<file path="src/rtl/loop_iter_controller.sv">
// ---------------------------------------------------------------------------
// loop_iter_controller
//
// Nested-loop iteration controller feeding the strided address walker.
// Holds a table of per-loop "iteration count minus one" values written by
// the decoder, steps a chain of nested counters once per non-stalled cycle
// of a walk, and presents the carry vector (iter_done) the walker consumes.
//
// Loop 0 is the outermost loop and loop N-1 the innermost. iter_done[N] is
// the step strobe; iter_done[i] is high when loop i wraps on this step, so
// iter_done[0] marks the final step of the walk.
//
// iter_done/step_v are combinational from the registered counters, the
// state and the same-cycle stall, because the walker samples iter_done and
// stall in the same cycle.
// ---------------------------------------------------------------------------
module loop_iter_controller #(
   parameter int LOOP_ID_W     = 5,
   parameter int NUM_MAX_LOOPS = 32'd1 << LOOP_ID_W,
   parameter int ITER_W        = 16
) (
   input  logic                     clk,
   input  logic                     reset,
   input  logic                     start,
   input  logic                     block_done,
   input  logic                     stall,
   input  logic                     cfg_loop_iter_v,
   input  logic [LOOP_ID_W-1:0]     cfg_loop_id,
   input  logic [ITER_W-1:0]        cfg_loop_iter,
   output logic [NUM_MAX_LOOPS:0]   iter_done,
   output logic                     step_v,
   output logic                     busy,
   output logic                     done
);

   // FSM encoding kept as plain constants for compatibility with older tools.
   localparam logic [0:0] ST_IDLE = 1'b0;
   localparam logic [0:0] ST_RUN  = 1'b1;

   logic [0:0]               state_r;
   logic [0:0]               state_nxt_s;

   // Iteration table (count minus one per loop) and the nested counters.
   logic [ITER_W-1:0]        iter_last_r [NUM_MAX_LOOPS];
   logic [ITER_W-1:0]        cnt_r       [NUM_MAX_LOOPS];

   logic                     busy_s;
   logic                     idle_s;
   logic                     step_s;
   logic                     cfg_id_ok_s;
   logic                     carry_s;
   logic [NUM_MAX_LOOPS-1:0] match_s;
   logic [NUM_MAX_LOOPS:0]   iter_done_s;
   logic                     done_r;

   assign busy_s = (state_r == ST_RUN);
   assign idle_s = (state_r == ST_IDLE);

   // A stalled cycle or an idle controller never steps.
   assign step_s = busy_s & ~stall;

   // Guard against loop ids beyond the table when the table is narrower
   // than the id field allows.
   assign cfg_id_ok_s = (int'(cfg_loop_id) < NUM_MAX_LOOPS);

   // Per-loop "counter sits on its last iteration" flags.
   always_comb begin
      match_s = '0;
      for (int i = 0; i < NUM_MAX_LOOPS; i++) begin
         match_s[i] = (cnt_r[i] == iter_last_r[i]);
      end
   end

   // Carry chain from the innermost loop outward: a loop completes only when
   // every loop inside it also completes on this step.
   always_comb begin
      iter_done_s                = '0;
      carry_s                    = step_s;
      iter_done_s[NUM_MAX_LOOPS] = step_s;
      for (int i = NUM_MAX_LOOPS - 1; i >= 0; i--) begin
         carry_s        = carry_s & match_s[i];
         iter_done_s[i] = carry_s;
      end
   end

   // Next-state logic: start only from IDLE, return when the walk completes.
   // A start coinciding with completion is ignored because the FSM is still
   // in RUN during that cycle.
   always_comb begin
      state_nxt_s = state_r;
      case (state_r)
         ST_IDLE: begin
            if (start) begin
               state_nxt_s = ST_RUN;
            end else begin
               state_nxt_s = ST_IDLE;
            end
         end
         ST_RUN: begin
            if (iter_done_s[0]) begin
               state_nxt_s = ST_IDLE;
            end else begin
               state_nxt_s = ST_RUN;
            end
         end
         default: begin
            state_nxt_s = ST_IDLE;
         end
      endcase
   end

   // State register.
   always_ff @(posedge clk) begin
      if (reset) begin
         state_r <= ST_IDLE;
      end else begin
         state_r <= state_nxt_s;
      end
   end

   // Iteration table: only changes in IDLE; block_done beats a same-cycle
   // write so the block boundary always leaves a clean all-zero table.
   always_ff @(posedge clk) begin
      if (reset) begin
         for (int i = 0; i < NUM_MAX_LOOPS; i++) begin
            iter_last_r[i] <= '0;
         end
      end else if (idle_s && block_done) begin
         for (int i = 0; i < NUM_MAX_LOOPS; i++) begin
            iter_last_r[i] <= '0;
         end
      end else if (idle_s && cfg_loop_iter_v && cfg_id_ok_s) begin
         iter_last_r[cfg_loop_id] <= cfg_loop_iter;
      end
   end

   // Nested counters: wrap on own completion, advance when the next inner
   // loop completes, otherwise hold. Held at zero whenever idle.
   always_ff @(posedge clk) begin
      if (reset) begin
         for (int i = 0; i < NUM_MAX_LOOPS; i++) begin
            cnt_r[i] <= '0;
         end
      end else if (!busy_s) begin
         for (int i = 0; i < NUM_MAX_LOOPS; i++) begin
            cnt_r[i] <= '0;
         end
      end else if (step_s) begin
         for (int i = 0; i < NUM_MAX_LOOPS; i++) begin
            if (iter_done_s[i]) begin
               cnt_r[i] <= '0;
            end else if (iter_done_s[i+1]) begin
               cnt_r[i] <= cnt_r[i] + ITER_W'(1);
            end
         end
      end
   end

   // Completion pulse for the decoder, one cycle after the final step.
   always_ff @(posedge clk) begin
      if (reset) begin
         done_r <= 1'b0;
      end else begin
         done_r <= iter_done_s[0];
      end
   end

   assign iter_done = iter_done_s;
   assign step_v    = iter_done_s[NUM_MAX_LOOPS];
   assign busy      = busy_s;
   assign done      = done_r;

endmodule

</file>
<file path="config.mk">
export PLATFORM = sky130hd
export DESIGN_NAME = loop_iter_controller
export DESIGN_NICKNAME = d
export VERILOG_FILES = /design/src/rtl/loop_iter_controller.sv
export SDC_FILE = /design/constraint.sdc
export NUM_CORES = 2
export LEC_CHECK = 0
export CAP_MARGIN = 20
export CELL_PAD_IN_SITES_DETAIL_PLACEMENT = 0
export CELL_PAD_IN_SITES_GLOBAL_PLACEMENT = 1
export CORE_MARGIN = 5
export CORE_UTILIZATION = 47
export DETAILED_ROUTE_END_ITERATION = 16
export GPL_TIMING_DRIVEN = 0
export PLACE_DENSITY = 0.8
export SLEW_MARGIN = 20
export SYNTH_ARGS = -nofsm -noshare
export SYNTH_HDL_FRONTEND = slang
export SYNTH_SLANG_ARGS = --single-unit
</file>
<file path="constraint.sdc">
create_clock -name clk -period 4.2 [get_ports clk]
set_input_delay 0.84 -clock clk [delete_from_list [all_inputs] [get_ports clk]]
set_output_delay 0.84 -clock clk [all_outputs]
set_load 0.01 [all_outputs]
</file>
==> key figures <==
STA
  – Final setup margin: -262 ps
  – RSZ-0062 raised after global routing: true
  – Peak Freq: 224 MHz
  – Crit share post-route: 106%
  – Clk_skew: 21.6 ps
  – Period minus WS final: 4460 ps
  – Worst slew margin: 17.1%
  – Setup violations, final: 14
  – Fin. max-slew vios: 0
  – Fin. Hold Viols: 0
  – Slew of the pin with the lowest slew margin: 1240 ps

Run status
  – Failing checks: setup timing
  – Status: complete, but fails checks

Floorplanning
  – Die height: 341 µm
  – Initial core utilization: 47.4%
  – Core ar.: 109,000 µm²
  – Row count: 121
  – Die width: 341 µm
  – Total die area: 117,000 µm²
  – Io pins: 63

Setup path
  – Worst Reg-to-Reg Cells: 12
  – Worst R2R Setup Slack: 250 ps
  – RR Startpoint: cnt_r[1][213]$_SDFFCE_PP0P_
  – RR Endpoint: cnt_r[0][178]$_SDFFCE_PN0P_
  – CP Cell Sequence: xor2_1, nor4_2, nand4_1, or4_4, nor4_4, buf_4, buf_6, nand4_4, buf_8, inv_4, buf_6
  – CP max FO: 3
  – Buf+Inv Stages, Crit Path: 5
  – Nature of the critical path endpoint: output port
  – Critical Path AT: 3620 ps
  – Critical Path RT: 3360 ps
  – Critical path's slowest cell: or4_4
  – Crit path launch type: register
  – Crit path max-delay family: simple AND/OR/NAND/NOR gates
  – Critical path class: reg -> out
  – Maximum cell stage delay along the critical path: 650 ps
  – CP most frequent cell: buf_6

Logic synthesis
  – Cell Area, Synth: 51,600 µm²
  – Syn nets: 4,412
  – Post-synthesis sequential area ratio: 59.6%
  – Cell count after synthesis: 4,353
  – Synth Register Bits: 1,026
  – Number of synthesized flops with an enable pin: 1,024
  – Ys Warns: 0
  – Async SR Flop Fraction: 0%
  – Count of unique library cells instantiated by Yosys: 42
  – Top_reg_cell synth: edfxtp_1
  – Mean post-synth cell area: 11.9 µm²

Hold path
  – WHS Endpoint: busy$_SDFF_PP0_
  – Hold Startpoint: busy$_SDFF_PP0_
  – Hold depth: 3
  – HP Class: reg -> reg

Place
  – GPL Wtd Cong: 0.850
  – Port buffer count: 61
  – Post-DP HPWL: 86.5 mm
  – Placed cell area: 54,500 µm²

Cells and area
  – Fillers: 9,181
  – Design Area, Final: 60,400 µm²
  – Layout-stage area growth over the synthesis result: 16.9%
  – Layout cells sized above 1: 12.4%
  – Commonest non-fill, non-tap cell in the layout: edfxtp_1
  – Util after Layout: 55.4%
  – Nets: 4,771
  – Commonest non-fill, non-tap cells in the layout: edfxtp_1 (1,024), and2_1 (524), xor2_1 (485)

Clocking
  – Clock buffer count from CTS: 107
  – Root Driver: clkbuf_16
  – Clk_lat worst skew: 690 ps
  – Worst-path clk slew: 60 ps
  – CTS tree: done
  – Sink Count: 1,026
  – H-tree depth: 3
  – Clock buffer depth: 3

GRT
  – Grt met3 use: 3.58%
  – GRT overflow: 0
  – All-layer global routing usage: 22.2%
  – GR peak layer: met2
  – Met1 global-route usage: 32.6%
  – Initial antenna violation count: 22
  – First-pass GRT wire length: 199 mm
  – Met2 usage: 34.7%
  – Largest net degree at the start of global routing: 18
  – Vias in the first global route: 32,498

Power
  – Pleak: 0.0217 µW
  – Pwr dens: 387 nW/µm²
  – Worst vdd ir: 331 µV
  – Final Power: 23,400 µW

Route
  – DR vias/cell: 5.49
  – Via Count: 34,100
  – Final ANT Viol Nets: 0
  – Drt total wl: 133 mm
  – DRT Pass-1 Iters: 5
  – DRC violations left: 0
  – Routed WL per cell: 21.4 µm
  – DR iter-0 viols: 3,828

Run
  – Max Cap Viol: 0
## synth_stat cells, types with 3 or more instances
cell type  instances  share of area, %
nor3_2             4             0.078
inv_1             63              0.46
nor4_1           185               2.2
nand2b_1           8             0.097
nand2_1          196               1.4
edfxtp_1        1024                60
nand3_1          211               2.0
nor3_1            83              0.80
buf_4              4             0.058
nand4_1          151               1.8
or2_2             13              0.16
ha_1              32              0.78
xor2_1           487               8.3
nand3_2            3             0.058
clkbuf_1         175               1.3
and3_1            99               1.2
and2_1           525               6.4
and4_1            24              0.41
nor2b_1            6             0.073
buf_2              9             0.087
or3_1              7             0.085
o21ai_0           46              0.45
nand3b_1           5             0.073
xnor2_1          472               8.0
buf_1              6             0.044
nor2_1           487               3.5
nor4b_1            6              0.10
## sequential cells by signal (all words and copies together), names as in the netlist
signal and cells:
iter_last_r 512, cnt_r 512, done 1, busy 1
## where the power goes
group	switching, µW	internal [µW]
logic	921	579
clock network	4100	5600
registers	428	11800
## routing by layer
metal | part of all wire, % | wire [µm] | vias to the layer above
li1 | - | - | 16037
met1 | 44 | 58400 | 16577
met2 | 45 | 60200 | 1256
met3 | 8.0 | 10700 | 228
met4 | 2.9 | 3850 | 2
met5 | 0.015 | 20 | -
## metrics by stage
| stage | hold slack, ps | std cells | setup WS [ps] | TNS [ps] |
|---|---|---|---|---|
| after global routing | 674 | 6209 | -360 | -3160 |
| after detailed placement | 613 | 5852 | -2330 | -1240730 |
| after global placement | 612 | 5828 | -3480 | -2630590 |
| after CTS | 623 | 6147 | -267 | -1510 |
| final | 627 | 6213 | -262 | -1080 |
| after floorplan | 596 | 4353 | 42.2 | 0 |
## worst reg2reg max path, stage by stage, from the launching register on
cell and delay (ps):
edfxtp_1 450, xor2_2 220, nor4_4 320, nand4_1 160
buf_6 170, or3_4 330, nor4_4 260, buf_12 160
buf_12 130, buf_12 140, buf_6 110, nand3_1 340
nand3_1 780
## worst max-delay path by stage
stage	from	to	slack (ps)	cells after the start
2_1_floorplan	cnt_r[0][234]$_SDFFCE_PN0P_	cnt_r[0][100]$_SDFFCE_PN0P_	40	10
3_3_place_gp	stall	cnt_r[0][73]$_SDFFCE_PN0P_	-3480	8
3_5_place_dp	stall	iter_done[6]	-2330	9
4_1_cts	cnt_r[0][216]$_SDFFCE_PN0P_	iter_done[1]	-270	11
5_1_grt	cnt_r[0][153]$_SDFFCE_PN0P_	iter_done[1]	-360	11
6_report	cnt_r[0][152]$_SDFFCE_PN0P_	iter_done[1]	-260	11
## cells by family after synthesis
group                    synth area share (%)
AO/OA/AOI/OAI                           0.509
XOR/XNOR                                 16.3
flip-flops                               59.6
buffers and inverters                    1.93
AND/OR/NAND/NOR                          20.9
adder cells (fa/ha/maj)                 0.775
## layout make-up
| cell class | count | area, µm² | area share (%) |
|---|---|---|---|
| Sequential cell | 1026 | 30800 | 51.0 |
| Timing Repair Buffer | 268 | 2440 | 4.05 |
| Clock inverter | 64 | 671 | 1.11 |
| Antenna cell | 4 | 10.0 | 0.0166 |
| Multi-Input combinational cell | 3069 | 20800 | 34.5 |
| Buffer | 176 | 752 | 1.25 |
| Tap cell | 1414 | 1770 | 2.93 |
| Clock buffer | 128 | 2840 | 4.71 |
| Inverter | 64 | 287 | 0.475 |
## repair_timing
item,in CTS,in global routing
hold endpoints to repair,0,0
pin swaps,53,43
hold buffers,0,0
resized for setup,286,62
gates cloned,1,0
setup buffers,113,74
setup endpoints to repair,724,337
(Power assumes the default switching activity.)
